**src/rtl/if_fetch_pkg.sv**
```systemverilog
// Shared constants and state encodings for the instruction-fetch stage.
package if_fetch_pkg;

  localparam logic        rstEnable  = 1'b1;
  localparam logic        chipEnable = 1'b1;
  localparam logic [31:0] ZERO32     = 32'h0000_0000;
  localparam int          INST_BYTES = 4;

  typedef enum logic [1:0] {
    IDLE  = 2'd0,
    FETCH = 2'd1,
    HOLD  = 2'd2
  } fetch_state_e;

endpackage

```
**src/rtl/if_fetch_assembler.sv**
```systemverilog
// Collects the four returned bytes of one fetch and packs them little-endian.
module inst_assembler
  import if_fetch_pkg::*;
(
  input  logic        i_clk,
  input  logic        i_rst,
  input  logic        i_clear,
  input  logic        i_capture,
  input  logic [7:0]  i_byte,
  output logic        o_last,
  output logic [31:0] o_word
);

  logic [7:0] r_b0, r_b1, r_b2;
  logic [1:0] r_recv_idx;

  always_ff @(posedge i_clk) begin
    if (i_rst == rstEnable) begin
      r_b0       <= '0;
      r_b1       <= '0;
      r_b2       <= '0;
      r_recv_idx <= '0;
    end else if (i_clear) begin
      r_recv_idx <= '0;
    end else if (i_capture) begin
      unique case (r_recv_idx)
        2'd0:    r_b0 <= i_byte;
        2'd1:    r_b1 <= i_byte;
        2'd2:    r_b2 <= i_byte;
        default: ;
      endcase
      r_recv_idx <= r_recv_idx + 2'd1;
    end
  end

  // Byte 3 is never buffered: it goes straight into the packed word.
  assign o_last = i_capture && (r_recv_idx == 2'd3);
  assign o_word = {i_byte, r_b2, r_b1, r_b0};

endmodule

```
**src/rtl/if_fetch.sv**
```systemverilog
// Instruction fetch: samples the PC, reads four bytes, hands {pc, inst} to IF/ID.
// state | meaning
// IDLE  | sample pc_in, pulse pc_taken_out
// FETCH | issue byte requests, capture returned bytes
// HOLD  | present inst_valid_out until IF/ID accepts
module if_fetch
  import if_fetch_pkg::*;
#(
  parameter int ADDR_WIDTH = 32,
  parameter int INST_WIDTH = 32
) (
  input  logic                  clk_in,
  input  logic                  rst_in,
  input  logic                  rdy_in,
  input  logic [ADDR_WIDTH-1:0] pc_in,
  output logic                  pc_taken_out,
  input  logic                  branch_flag_in,
  output logic                  mem_req_out,
  output logic [ADDR_WIDTH-1:0] mem_addr_out,
  input  logic                  mem_grant_in,
  input  logic [7:0]            mem_data_in,
  input  logic                  stall_in,
  output logic                  inst_valid_out,
  output logic [INST_WIDTH-1:0] inst_out,
  output logic [ADDR_WIDTH-1:0] inst_pc_out
);

  fetch_state_e          r_state, w_next;
  logic [ADDR_WIDTH-1:0] r_fetch_pc;
  logic [2:0]            r_issue_idx;
  logic                  r_accept_d;
  logic                  r_valid;
  logic [INST_WIDTH-1:0] r_inst;
  logic [ADDR_WIDTH-1:0] r_inst_pc;

  logic        w_run, w_live, w_req, w_accept, w_capture, w_clear, w_xfer, w_last;
  logic [31:0] w_word;

  assign w_run     = (rdy_in == chipEnable) && (rst_in != rstEnable);
  assign w_live    = w_run && !branch_flag_in;
  assign w_req     = w_live && (r_state == FETCH) && (r_issue_idx < 3'(INST_BYTES));
  assign w_accept  = w_req && mem_grant_in;
  assign w_capture = w_live && (r_state == FETCH) && r_accept_d;
  assign w_clear   = w_run && ((r_state == IDLE) || branch_flag_in);
  assign w_xfer    = w_live && (r_state == HOLD) && r_valid && !stall_in;

  assign pc_taken_out   = w_live && (r_state == IDLE);
  assign mem_req_out    = w_req;
  assign mem_addr_out   = r_fetch_pc + ADDR_WIDTH'(r_issue_idx);
  assign inst_valid_out = r_valid;
  assign inst_out       = r_inst;
  assign inst_pc_out    = r_inst_pc;

  inst_assembler u_asm (
    .i_clk     (clk_in),
    .i_rst     (rst_in),
    .i_clear   (w_clear),
    .i_capture (w_capture),
    .i_byte    (mem_data_in),
    .o_last    (w_last),
    .o_word    (w_word)
  );

  always_ff @(posedge clk_in) begin
    if (rst_in == rstEnable) r_state <= IDLE;
    else if (w_run)          r_state <= w_next;
  end

  always_comb begin
    w_next = r_state;
    if (branch_flag_in) begin
      w_next = IDLE;
    end else begin
      unique case (r_state)
        IDLE:    w_next = FETCH;
        FETCH:   if (w_last) w_next = HOLD;
        HOLD:    if (w_xfer) w_next = IDLE;
        default: w_next = IDLE;
      endcase
    end
  end

  always_ff @(posedge clk_in) begin
    if (rst_in == rstEnable) begin
      r_fetch_pc  <= '0;
      r_issue_idx <= '0;
      r_accept_d  <= 1'b0;
      r_valid     <= 1'b0;
      r_inst      <= ZERO32;
      r_inst_pc   <= '0;
    end else if (w_run) begin
      r_accept_d <= w_accept;
      if (branch_flag_in) begin
        r_issue_idx <= '0;
        r_valid     <= 1'b0;
      end else begin
        unique case (r_state)
          IDLE: begin
            r_fetch_pc  <= pc_in;
            r_issue_idx <= '0;
          end
          FETCH: begin
            if (w_accept) r_issue_idx <= r_issue_idx + 3'd1;
            if (w_last) begin
              r_inst    <= w_word;
              r_inst_pc <= r_fetch_pc;
              r_valid   <= 1'b1;
            end
          end
          HOLD: if (w_xfer) r_valid <= 1'b0;
          default: ;
        endcase
      end
    end
  end

endmodule

```
**config.mk**
```make
export PLATFORM = sky130hd
export DESIGN_NAME = if_fetch
export DESIGN_NICKNAME = d
export VERILOG_FILES = /design/src/rtl/if_fetch_pkg.sv /design/src/rtl/if_fetch_assembler.sv /design/src/rtl/if_fetch.sv
export SDC_FILE = /design/constraint.sdc
export NUM_CORES = 1
export LEC_CHECK = 0
export CORE_MARGIN = 2
export CORE_UTILIZATION = 48
export CTS_CLUSTER_SIZE = 28
export DETAILED_ROUTE_END_ITERATION = 8
export PLACE_DENSITY = 0.8
export SETUP_SLACK_MARGIN = 0.02
export SLEW_MARGIN = 20
export SYNTH_ARGS = -nofsm -noshare
export SYNTH_HDL_FRONTEND = slang
export SYNTH_SLANG_ARGS = --single-unit
```
**constraint.sdc**
```tcl
create_clock -name clk_in -period 2.5 [get_ports clk_in]
set_input_delay 0.25 -clock clk_in [delete_from_list [all_inputs] [get_ports clk_in]]
set_output_delay 0.25 -clock clk_in [all_outputs]
set_load 0.01 [all_outputs]
```
Word-level counts from Yosys, hierarchy flattened
Index checks and enable logic that the tools add are counted.
- add/subtract/negate cells: 3
- order comparisons: 1
- eq/ne operators: 8
- multiplexer cells: 11
- bitwise operators: 3
- reduce and logical (&&, ||, !) cells: 28
- operator list (kind ; number):
    adder 32 x 3 -> 32 bit ; 1
    AND reduction 3 bit ; 6
    logical AND 1 bit ; 12
    AND reduction 4 bit ; 2
    equality test 2 bit, second input constant ; 3
    two-way mux 2 bit ; 3
    two-way mux 3 bit ; 2
    != test 3 bit, second input constant ; 2
    case mux 2 bit (3 select lines) ; 1
    case mux 3 bit (2 select lines) ; 1
    nonzero test 3 bit ; 2
    equality test 2 x 1 -> 1 bit, second input constant ; 2
    zero test 2 bit ; 2
    adder 3 x 1 -> 3 bit, second input constant ; 1
    less-than comparator 3 bit, second input constant ; 1
    two-way mux 1 bit ; 3
    != test 3 x 2 -> 1 bit, second input constant ; 1
    inverter 1 bit ; 3
    adder 2 x 1 -> 2 bit, second input constant ; 1
    zero test 1 bit ; 2
    case mux 1 bit (2 select lines) ; 1
    OR reduction 2 bit ; 1
    logical OR 1 bit ; 1
- flip-flop bits (word level): 129
- output and inout bits: 99
- word-level logic and storage cells: 65

Depth between registers and ports, before layout
Gate-level depths: netlist of the first run.
- depth after elaboration: 9
- gate-level depth with buffers: 8
- mapped depth without buffers: 8

Modules after synthesis
A second synthesis of the first run with hierarchy kept.
- cell total of the unflattened synthesis: 684
- area, all modules: 5751.8 um^2
- by module, submodules not included (module ; instances ; cells an instance ; area each (um^2) ; seq. area each (um^2)):
    if_fetch ; 1 ; 571 ; 4530.6 ; 2062.0
    inst_assembler ; 1 ; 113 ; 1221.2 ; 520.5

Worst setup path after synthesis of the first run
OpenSTA, ideal clock, no wires.
- path type: flip-flop to output port
- from: reg r_issue_idx[0]
- to: out mem_addr_out[20]
- data arrival time: 2.029 ns
- slack: 0.221 ns
- stages on the path, launching flop included: 9
- path through: dfxtp_1 -> ha_1 -> inv_1 -> fa_1 -> nor2b_1 -> o21bai_1 -> or3_1 -> nor3_1 -> xor2_1
- cells in the longest elaborated chain, start to end: 1
- RTL lines (element ; line ; source):
    start: declaration ; if_fetch.sv:30 ; logic [2:0] r_issue_idx;
    start signal: assignment ; if_fetch.sv:103 ; if (w_accept) r_issue_idx <= r_issue_idx + 3'd1;
    adder 32 x 3 -> 32 bit ; if_fetch.sv:49 ; assign mem_addr_out = r_fetch_pc + ADDR_WIDTH'(r_issue_idx);
    end: declaration ; if_fetch.sv:19 ; output logic [ADDR_WIDTH-1:0] mem_addr_out,
No other way between the ends.

Final worst setup path of the first run
- from: reg r_fetch_pc[0]
- to: out mem_addr_out[16]
- cells in the longest elaborated chain, start to end: 1
- RTL lines (element ; line ; source):
    start: declaration ; if_fetch.sv:29 ; logic [ADDR_WIDTH-1:0] r_fetch_pc;
    start signal: assignment ; if_fetch.sv:99 ; r_fetch_pc <= pc_in;
    adder 32 x 3 -> 32 bit ; if_fetch.sv:49 ;
No other way between the ends.

==> results of run 1 <==
## sequential cells by signal (all words and copies together), names as in the netlist
signal / cells
inst_out: 32
r_accept_d: 1
r_fetch_pc: 32
r_state: 2
u_asm.r_b2: 8
u_asm.r_recv_idx: 2
u_asm.r_b0: 8
inst_valid_out: 1
r_issue_idx: 3
inst_pc_out: 32
u_asm.r_b1: 8
## worst max-delay path by stage
stage / from / endpoint / slack (ns)
finish: r_fetch_pc[0]$_SDFFE_PP0P_ / mem_addr_out[16] / -0.26
global route: r_fetch_pc[0]$_SDFFE_PP0P_ / mem_addr_out[16] / -0.34
CTS: r_fetch_pc[0]$_SDFFE_PP0P_ / mem_addr_out[20] / -0.28
detailed placement: r_fetch_pc[0]$_SDFFE_PP0P_ / mem_addr_out[20] / -0.36
global placement: r_fetch_pc[0]$_SDFFE_PP0P_ / mem_addr_out[20] / -0.29
floorplan: r_issue_idx[0]$_SDFFE_PP0P_ / mem_addr_out[20] / 0.22
## metrics by stage
step / power, mW / util (%) / setup TNS [ns] / cell area [um^2] / cells
5_1_grt: 4.90 / 73.1 / -5.39 / 7920 / 980
2_1_floorplan: 2.28 / - / 0 / 5350 / 647
4_1_cts: 4.77 / 71.5 / -3.77 / 7750 / 970
3_5_place_dp: 2.47 / 65.7 / -2.54 / 7120 / 932
6_report: 4.75 / 73.1 / -2.89 / 7920 / 980
3_3_place_gp: 2.47 / 65.7 / -1.85 / 7120 / 932
## worst reg2reg max path, delay by kind of cell (launching register included)
family | cells | cell delay [ns]
mux | 1 | 0.29
flops | 1 | 0.53
simple gates | 4 | 0.71
buf+inv | 1 | 0.20
## metal layers
metal,global-route usage (%),routed length (um),vias to the layer above,share of wire [%]
li1,-,-,2484,-
met4,11.5,556,0,3.6
met5,0,0,-,0
met1,30.5,6050,2420,40
met2,43.3,7770,181,51
met3,6.52,925,45,6.0
## cells by family (layout without fill, tap and decap cells)
kind of cell             count (synthesis)  count (layout)
AO/OA/AOI/OAI                          116             116
buffers and inverters                   51             244
AND/OR/NAND/NOR                        286             286
XOR/XNOR                                31              31
adder cells (fa/ha/maj)                  9               9
flip-flops                             129             129
multiplexers                            25              25
## Yosys cell counts, types with 3 or more instances
| master | n |
|---|---|
| dfxtp_1 | 129 |
| o31ai_1 | 6 |
| nand4_1 | 7 |
| nor2_1 | 36 |
| buf_2 | 4 |
| mux2i_1 | 24 |
| inv_1 | 11 |
| ha_1 | 8 |
| o21ai_0 | 29 |
| clkbuf_1 | 29 |
| and3_1 | 4 |
| xnor2_1 | 24 |
| nor3_1 | 3 |
| xor2_1 | 7 |
| buf_4 | 7 |
| nand2_1 | 178 |
| nand2b_1 | 30 |
| a21oi_1 | 73 |
| o21bai_1 | 3 |
| nor2b_1 | 4 |
| and2_1 | 3 |
| nand3_1 | 12 |
## repair_timing
item                       4_1_cts  5_1_grt
setup endpoints to repair       30       27
resized for setup              114       43
pin swaps                       14       19
buffers inserted                 6       10
## report_power, final
group	internal [mW]	switching (mW)
sequential	2.09	0.0274
combinational	0.162	0.153
clock	1.34	0.978
total	3.59	1.16
## layout make-up
| class | instances | area [um^2] | share of cell area [%] |
|---|---|---|---|
| clock buffers | 17 | 414 | 5.23 |
| clock inverters | 15 | 145 | 1.83 |
| inverters | 11 | 41.3 | 0.521 |
| multi-input cells | 467 | 2760 | 34.8 |
| flip-flops and latches | 129 | 2590 | 32.7 |
| well taps | 140 | 175 | 2.21 |
| repair buffers | 201 | 1800 | 22.7 |
==> flow_metrics.env, run 1 <==
export IMPL_dieArea_um2=12000
export IMPL_numPortBuffers=144
export IMPL_finalHoldViolCount=0
export IMPL_grt_max_degree=85
export IMPL_clk_path_buf_depth=2
export IMPL_setup_worst_path_end_class="output port"
export IMPL_cts_sinks=129
export IMPL_vdd_drop_max_mv=0.461
export IMPL_syn_area_um2=5350
export IMPL_crit_type="register to output port"
export IMPL_worstMarginPinSlew_ns=0.780
export IMPL_yosys_area_share_simple_pct=24.0
export IMPL_numCtsBuffers=17
export IMPL_syn_num_nets=702
export IMPL_synth_edff_count=0
export IMPL_place_hpwl_mm=9.86
export IMPL_grt_pass1_vias=4855
export IMPL_preCtsSetupSlack_ns=-0.360
export IMPL_io_pins=145
export IMPL_via_count=5130
export IMPL_avgRoutedWirePerCell_um=15.6
export IMPL_min_path_type="primary input to register"
export IMPL_cp_required_ns=2.25
export IMPL_p_per_area_nw_per_um2=600
export IMPL_ys_ff_latch=129
export IMPL_htree_levels=4
export IMPL_crit_path_max_fanout=3
export IMPL_worst_path_largest_cell_delay_ns=0.37
export IMPL_maxSlewViolCount=0
export IMPL_min_period_ns=2.76
export IMPL_worstSetupPathDepth=9
export IMPL_cap_violations=0
export IMPL_routed_wl_mm=15.3
export IMPL_antenna_found_initial=1
export IMPL_critPathTopFamily="simple AND/OR/NAND/NOR gates"
export IMPL_final_cell_mix="174 x nand2_1, 123 x dfxtp_1, 113 x clkdlybuf4s50_1"
export IMPL_cp_start_kind="register"
export IMPL_clk_latency_ns=0.53
export IMPL_hold_path_depth=4
export IMPL_max_freq_mhz=362
export IMPL_firstDrtPassIters=5
export IMPL_initial_utilization_pct=49.3
export IMPL_antenna_left=0
export IMPL_row_count=38
export IMPL_yosys_mux_area_fraction_pct=4.70
export IMPL_r2r_setup_slack_ns=0.65
export IMPL_gp_congestion=0.867
export IMPL_die_h_um=110
export IMPL_ys_warn_count=0
export IMPL_finClkSkew_ns=0.00636
export IMPL_cts_root_buffer="clkbuf_8"
export IMPL_yosys_top_cells_area="dfxtp_1 48%, nand2_1 12%, a21oi_1 6.8%, mux2i_1 4.5%, xnor2_1 3.9%"
export IMPL_drc=0
export IMPL_cp_num_buf_inv=2
export IMPL_drive_gt1_share_pct=18.9
export IMPL_die_x_um=110
export IMPL_postCtsHoldBufs=0
export IMPL_fin_ws_ns=-0.263
export IMPL_fin_nets=882
export IMPL_violations="negative setup slack"
export IMPL_synth_adder_area_share_pct=2.25
export IMPL_cts_tree="done"
export IMPL_nFillCells=765
export IMPL_areaGrowthSynthToFinish_pct=48.2
export IMPL_grt_overflow_total=0
export IMPL_hold_path_end="inst_valid_out$_SDFFE_PP0P_"
export IMPL_relSlewSlack_pct=48.0
export IMPL_synth_cells=647
export IMPL_synth_flop_cell="dfxtp_1"
export IMPL_synth_largest_area_cell="dfxtp_1"
export IMPL_r2r_end="u_asm.r_b2[6]$_SDFFE_PP0P_"
export IMPL_yosysTopAreaCellShare_pct=48.3
export IMPL_coreArea_um2=10800
export IMPL_p_leak_nw=3.14
export IMPL_outcome="finished, violations left"
export IMPL_post_route_period_util_pct=111
export IMPL_final_common_cell="nand2_1"
export IMPL_crit_arrival_ns=2.51
export IMPL_synth_xor_area_share_pct=5.08
export IMPL_hold_start="rst_in"
export IMPL_synthArstFlopShare_pct=0
export IMPL_ys_types=36
export IMPL_synth_top_family_by_area="simple AND/OR/NAND/NOR gates"
export IMPL_whs_ns=0.237
export IMPL_critical_path_slowest_cell="or3_4"
export IMPL_via_per_inst=5.23
export IMPL_cts_clk_slew_worst_paths_ns=0.06
export IMPL_avgSynthCellArea_um2=8.26
export IMPL_setup_viol=19
export IMPL_dr_first_iter_drc_count=260
export IMPL_rsz0062_at_grt="true"
export IMPL_worstRegToRegCells=6
export IMPL_synth_compound_area_share_pct=11.5
export IMPL_antenna_cells=0
export IMPL_grt_first_pass_wirelength_mm=23.7
export IMPL_yosysSeqAreaShare_pct=48.3
export IMPL_grtUsageTotal_pct=25.6
export IMPL_crit_path_cell_trace="ha_4 > inv_2 > fa_2 > nor2b_4 > o21bai_4 > or3_4 > nor2_4 > xor2_1 > buf_2"
export IMPL_r2r_start="r_state[0]$_SDFFE_PP0P_"
Power figures use the tool's default switching activity.
==> run 2, diff against run 1 <==
--- a/config.mk
+++ b/config.mk
@@ -6,10 +6,9 @@
 export NUM_CORES = 1
 export LEC_CHECK = 0
 export CORE_MARGIN = 2
-export CORE_UTILIZATION = 48
+export CORE_UTILIZATION = 25
 export CTS_CLUSTER_SIZE = 28
 export DETAILED_ROUTE_END_ITERATION = 8
-export PLACE_DENSITY = 0.8
 export SETUP_SLACK_MARGIN = 0.02
 export SLEW_MARGIN = 20
 export SYNTH_ARGS = -nofsm -noshare
==> run 2 against run 1 <==
Critical path depth is the same. Core utilization decreased by 34 points. Power grew 1.2%. First-iteration DRC count down 18%. Setup slack better by 0.13 ns. Hold slack improved by 0.12 ns. Clock-buffer cell count rose by 1. Global-route usage decreased by 11 points. The flow still finishes with violations (negative setup slack). Flip-flop and latch count unchanged.
==> flow_metrics.env, run 2 (synthesis results as in run 1) <==
export IMPL_outcome="finished, violations left"
export IMPL_violations="negative setup slack"
export IMPL_cp_start_kind="register"
export IMPL_maxSlewViolCount=0
export IMPL_grt_first_pass_wirelength_mm=25.0
export IMPL_cp_num_buf_inv=2
export IMPL_clk_latency_ns=0.42
export IMPL_min_period_ns=2.63
export IMPL_vdd_drop_max_mv=0.395
export IMPL_stdcell_count=1121
export IMPL_crit_path_max_fanout=3
export IMPL_dr_first_iter_drc_count=214
export IMPL_crit_type="register to output port"
export IMPL_cp_required_ns=2.25
export IMPL_hold_start="rst_in"
export IMPL_min_path_type="primary input to register"
export IMPL_via_count=4903
export IMPL_cts_root_buffer="clkbuf_16"
export IMPL_clk_path_buf_depth=2
export IMPL_initial_utilization_pct=25.4
export IMPL_worstRegToRegCells=6
export IMPL_firstDrtPassIters=4
export IMPL_io_pins=145
export IMPL_fin_ws_ns=-0.128
export IMPL_areaGrowthSynthToFinish_pct=52.9
export IMPL_grt_max_degree=73
export IMPL_hold_path_depth=4
export IMPL_numCtsBuffers=17
export IMPL_finClkSkew_ns=0.00711
export IMPL_worst_path_largest_cell_delay_ns=0.39
export IMPL_hold_path_end="inst_valid_out$_SDFFE_PP0P_"
export IMPL_critPathTopFamily="simple AND/OR/NAND/NOR gates"
export IMPL_gp_congestion=0.809
export IMPL_die_x_um=150
export IMPL_cts_tree="done"
export IMPL_htree_levels=4
export IMPL_setup_viol=18
export IMPL_place_hpwl_mm=11.0
export IMPL_setup_worst_path_end_class="output port"
export IMPL_r2r_start="r_state[0]$_SDFFE_PP0P_"
export IMPL_postCtsHoldBufs=0
export IMPL_finalHoldViolCount=0
export IMPL_cts_sinks=129
export IMPL_r2r_end="u_asm.r_b1[7]$_SDFFE_PP0P_"
export IMPL_critical_path_slowest_cell="or3_4"
export IMPL_via_per_inst=4.37
export IMPL_rsz0062_at_grt="true"
export IMPL_coreArea_um2=21000
export IMPL_r2r_setup_slack_ns=0.61
export IMPL_avgRoutedWirePerCell_um=14.5
export IMPL_routed_wl_mm=16.3
export IMPL_grt_overflow_total=0
export IMPL_antenna_left=0
export IMPL_antenna_found_initial=3
export IMPL_grt_pass1_vias=4519
export IMPL_p_per_area_nw_per_um2=588
export IMPL_drive_gt1_share_pct=19.8
export IMPL_post_route_period_util_pct=105
export IMPL_fin_nets=887
export IMPL_numPortBuffers=144
export IMPL_crit_arrival_ns=2.38
export IMPL_row_count=53
export IMPL_grtUsageTotal_pct=14.6
export IMPL_cap_violations=0
export IMPL_final_cell_mix="173 x nand2_1, 122 x dfxtp_1, 113 x clkdlybuf4s50_1"
export IMPL_max_freq_mhz=381
export IMPL_die_h_um=150
export IMPL_drc=0
export IMPL_p_leak_nw=3.21
export IMPL_crit_path_cell_trace="ha_4 > inv_2 > fa_2 > nor2b_4 > o21bai_4 > or3_4 > nor3_4 > xor2_1 > buf_2"
export IMPL_relSlewSlack_pct=51.2
export IMPL_cts_clk_slew_worst_paths_ns=0.06
export IMPL_worstMarginPinSlew_ns=0.731
export IMPL_startpoint="r_fetch_pc[0]$_SDFFE_PP0P_"
export IMPL_whs_ns=0.361
export IMPL_dieArea_um2=22600
export IMPL_dp_cells=1075
export IMPL_final_common_cell="nand2_1"
[run 2: cell types whose count changed in the layout (fill, tap and decap cells not counted), moves of 2 or more]
| cell | change |
|---|---|
| a21oi_2 | +2 |
| buf_4 | +5 |
| inv_6 | -3 |
| buf_2 | -4 |
| nand3_2 | +2 |
| nand3_1 | -3 |
| clkbuf_2 | +2 |
[run 2: metal layers]
metal	vias to the layer above	track usage, %	routed length, um
met3	26	4.45	822
li1	2497	-	-
met4	4	5.19	304
met1	2280	18.9	7490
met2	96	23.1	7650
met5	-	0	31
[run 2: power by group]
group | switching [mW] | internal (mW)
clock | 0.992 | 1.38
combinational | 0.159 | 0.163
sequential | 0.0248 | 2.09
[run 2: cell type report]
class	count	area, um^2
inverter	11	41.3
multi-input combinational	467	2790
clock inverter	14	131
antenna	1	2.50
sequential	129	2590
tap	275	344
clock buffer	18	429
timing repair buffer	206	1850
fill	2163	12800
[run 2: worst max-delay path by stage]
stage | endpoint | depth (start not counted)
finish | mem_addr_out[20] | 9
floorplan | mem_addr_out[20] | 8
global route | mem_addr_out[10] | 11
CTS | mem_addr_out[20] | 9
detailed placement | mem_addr_out[20] | 9
global placement | mem_addr_out[20] | 9
[run 2: what timing repair did]
item,CTS,global route
resized for setup,127,37
setup buffers,7,6
endpoints found under the setup margin,30,25
pin swaps,9,17
[run 2: worst register-to-register path, stage by stage (launching register included)]
cell	delay (ns)
dfxtp_1	0.55
nand2_1	0.17
nor4_4	0.22
buf_4	0.20
nand2_1	0.31
mux2i_1	0.27
nor2_1	0.05
[run 2: metrics by stage]
stage               util (%)  area [um^2]  worst slack (ns)  TNS, ns  total power [mW]
finish                  38.9         8180            -0.128    -1.24              4.81
global route            38.9         8170            -0.258    -3.39              5.00
CTS                     38.0         7980            -0.150   -0.773              4.87
detailed placement      34.9         7340            -0.375    -2.77              2.49
global placement        34.9         7340            -0.332    -2.45              2.48
floorplan                  -         5350             0.221        0              2.28
==> run 3, diff against run 2 <==
--- a/config.mk
+++ b/config.mk
@@ -5,8 +5,10 @@
 export SDC_FILE = /design/constraint.sdc
 export NUM_CORES = 1
 export LEC_CHECK = 0
+export CORE_ASPECT_RATIO = 1.25
 export CORE_MARGIN = 2
 export CORE_UTILIZATION = 25
+export CTS_CLUSTER_DIAMETER = 60
 export CTS_CLUSTER_SIZE = 28
 export DETAILED_ROUTE_END_ITERATION = 8
 export SETUP_SLACK_MARGIN = 0.02
==> run 3 against run 2 <==
The flow still finishes with violations (negative setup slack). Final cell count unchanged. Global-route usage shrank 0.28 points. Critical path depth unchanged. Routed wire length down 2.0%. Clock skew up 0.0011 ns. Power increased by 6.3%. Sequential power hardly changed. Die area is essentially flat. Core utilization up 0.42 points. Critical endpoint unchanged. Largest power group unchanged.
==> flow_metrics.env, run 3 (synthesis results as in run 1) <==
export IMPL_outcome="finished, violations left"
export IMPL_fin_ws_ns=-0.139
export IMPL_cts_tree="done"
export IMPL_avgRoutedWirePerCell_um=14.3
export IMPL_antenna_left=0
export IMPL_final_util_pct=39.3
export IMPL_grt_max_degree=83
export IMPL_tns_ns=-0.866
export IMPL_crit_path_max_fanout=3
export IMPL_gp_congestion=0.777
export IMPL_min_period_ns=2.64
export IMPL_p_per_area_nw_per_um2=622
export IMPL_drive_gt1_share_pct=19.3
export IMPL_htree_levels=4
export IMPL_numPortBuffers=144
export IMPL_fin_nets=888
export IMPL_whs_ns=0.344
export IMPL_place_hpwl_mm=11.1
export IMPL_min_path_type="primary input to register"
export IMPL_final_cell_mix="174 x nand2_1, 123 x dfxtp_1, 113 x clkdlybuf4s50_1"
export IMPL_crit_type="register to output port"
export IMPL_clk_path_buf_depth=2
export IMPL_via_count=4889
export IMPL_stdcell_count=1121
export IMPL_numCtsBuffers=17
export IMPL_worstMarginPinSlew_ns=0.851
export IMPL_setup_viol=11
export IMPL_antenna_found_initial=1
export IMPL_rsz0062_at_grt="true"
export IMPL_row_count=59
export IMPL_initial_utilization_pct=25.6
export IMPL_violations="negative setup slack"
export IMPL_routed_wl_mm=16.0
export IMPL_fin_area_um2=8210
export IMPL_place_area_um2=7390
export IMPL_grt_pass1_vias=4689
export IMPL_crit_arrival_ns=2.39
export IMPL_firstDrtPassIters=4
export IMPL_cts_sinks=129
export IMPL_drc=0
export IMPL_cap_violations=0
export IMPL_maxSlewViolCount=0
export IMPL_coreArea_um2=20900
export IMPL_max_freq_mhz=379
export IMPL_dr_first_iter_drc_count=145
export IMPL_setup_worst_path_end_class="output port"
export IMPL_finClkSkew_ns=0.00824
export IMPL_cts_clk_slew_worst_paths_ns=0.07
export IMPL_finalHoldViolCount=0
export IMPL_io_pins=145
export IMPL_final_common_cell="nand2_1"
export IMPL_cts_root_buffer="clkbuf_16"
export IMPL_dieArea_um2=22600
export IMPL_p_leak_nw=3.22
export IMPL_die_h_um=168
export IMPL_die_x_um=135
export IMPL_grtUsageTotal_pct=14.3
export IMPL_clk_latency_ns=0.42
export IMPL_relSlewSlack_pct=43.2
export IMPL_post_route_period_util_pct=106
export IMPL_r2r_setup_slack_ns=0.63
export IMPL_cp_start_kind="register"
export IMPL_grt_first_pass_wirelength_mm=25.3
export IMPL_cp_required_ns=2.25
export IMPL_grt_overflow_total=0
export IMPL_via_per_inst=4.36
export IMPL_vdd_drop_max_mv=0.486
export IMPL_dp_cells=1078
export IMPL_areaGrowthSynthToFinish_pct=53.6
==> run 3: area by class of cell <==
class,count,area [um^2]
fill,2160,12700
multi-input combinational,467,2740
sequential,129,2590
timing repair buffer,207,1860
clock buffer,18,439
tap,274,343
clock inverter,14,196
inverter,11,41.3
antenna,1,2.50
==> run 3: repair_timing <==
item / 4_1_cts / 5_1_grt
hold buffers: 0 / 0
setup endpoints to repair: 30 / 25
buffers inserted: 6 / 5
pin swaps: 20 / 17
gates resized for setup: 127 / 27
==> run 3: final timing paths <==
path / from / endpoint / cells after the start
worst max-delay path: r_issue_idx[0]$_SDFFE_PP0P_ / mem_addr_out[20] / 9
worst min-delay path: rst_in / inst_valid_out$_SDFFE_PP0P_ / 4
worst max register to register: r_state[0]$_SDFFE_PP0P_ / u_asm.r_b0[1]$_SDFFE_PP0P_ / 6
worst min register to register: u_asm.r_b1[5]$_SDFFE_PP0P_ / inst_out[13]$_SDFFE_PP0P_ / 2
==> run 3: worst max-delay path, cell delays in order (launching register included) <==
cell	delay, ns
dfxtp_2	0.35
ha_4	0.14
inv_2	0.04
fa_2	0.37
nor2b_2	0.15
o21bai_2	0.10
or3_4	0.39
nor3_4	0.13
xor2_1	0.15
buf_2	0.15
==> run 3: layer usage <==
| metal | vias up | track usage [%] | routed length [um] |
|---|---|---|---|
| met5 | - | 0 | 0 |
| met4 | 0 | 5.03 | 222 |
| met3 | 15 | 5.09 | 1100 |
| met2 | 129 | 23.8 | 7740 |
| met1 | 2246 | 17.1 | 6910 |
| li1 | 2499 | - | - |
==> run 3: stage by stage <==
step	total power, mW	worst slack (ns)
4_1_cts	5.18	-0.174
6_report	5.11	-0.139
3_3_place_gp	2.49	-0.250
3_5_place_dp	2.49	-0.335
2_1_floorplan	2.28	0.221
5_1_grt	5.32	-0.253
==> run 3: power breakdown <==
group          internal (mW)  switching, mW
registers               2.09         0.0226
logic                  0.167          0.160
clock network           1.63           1.04
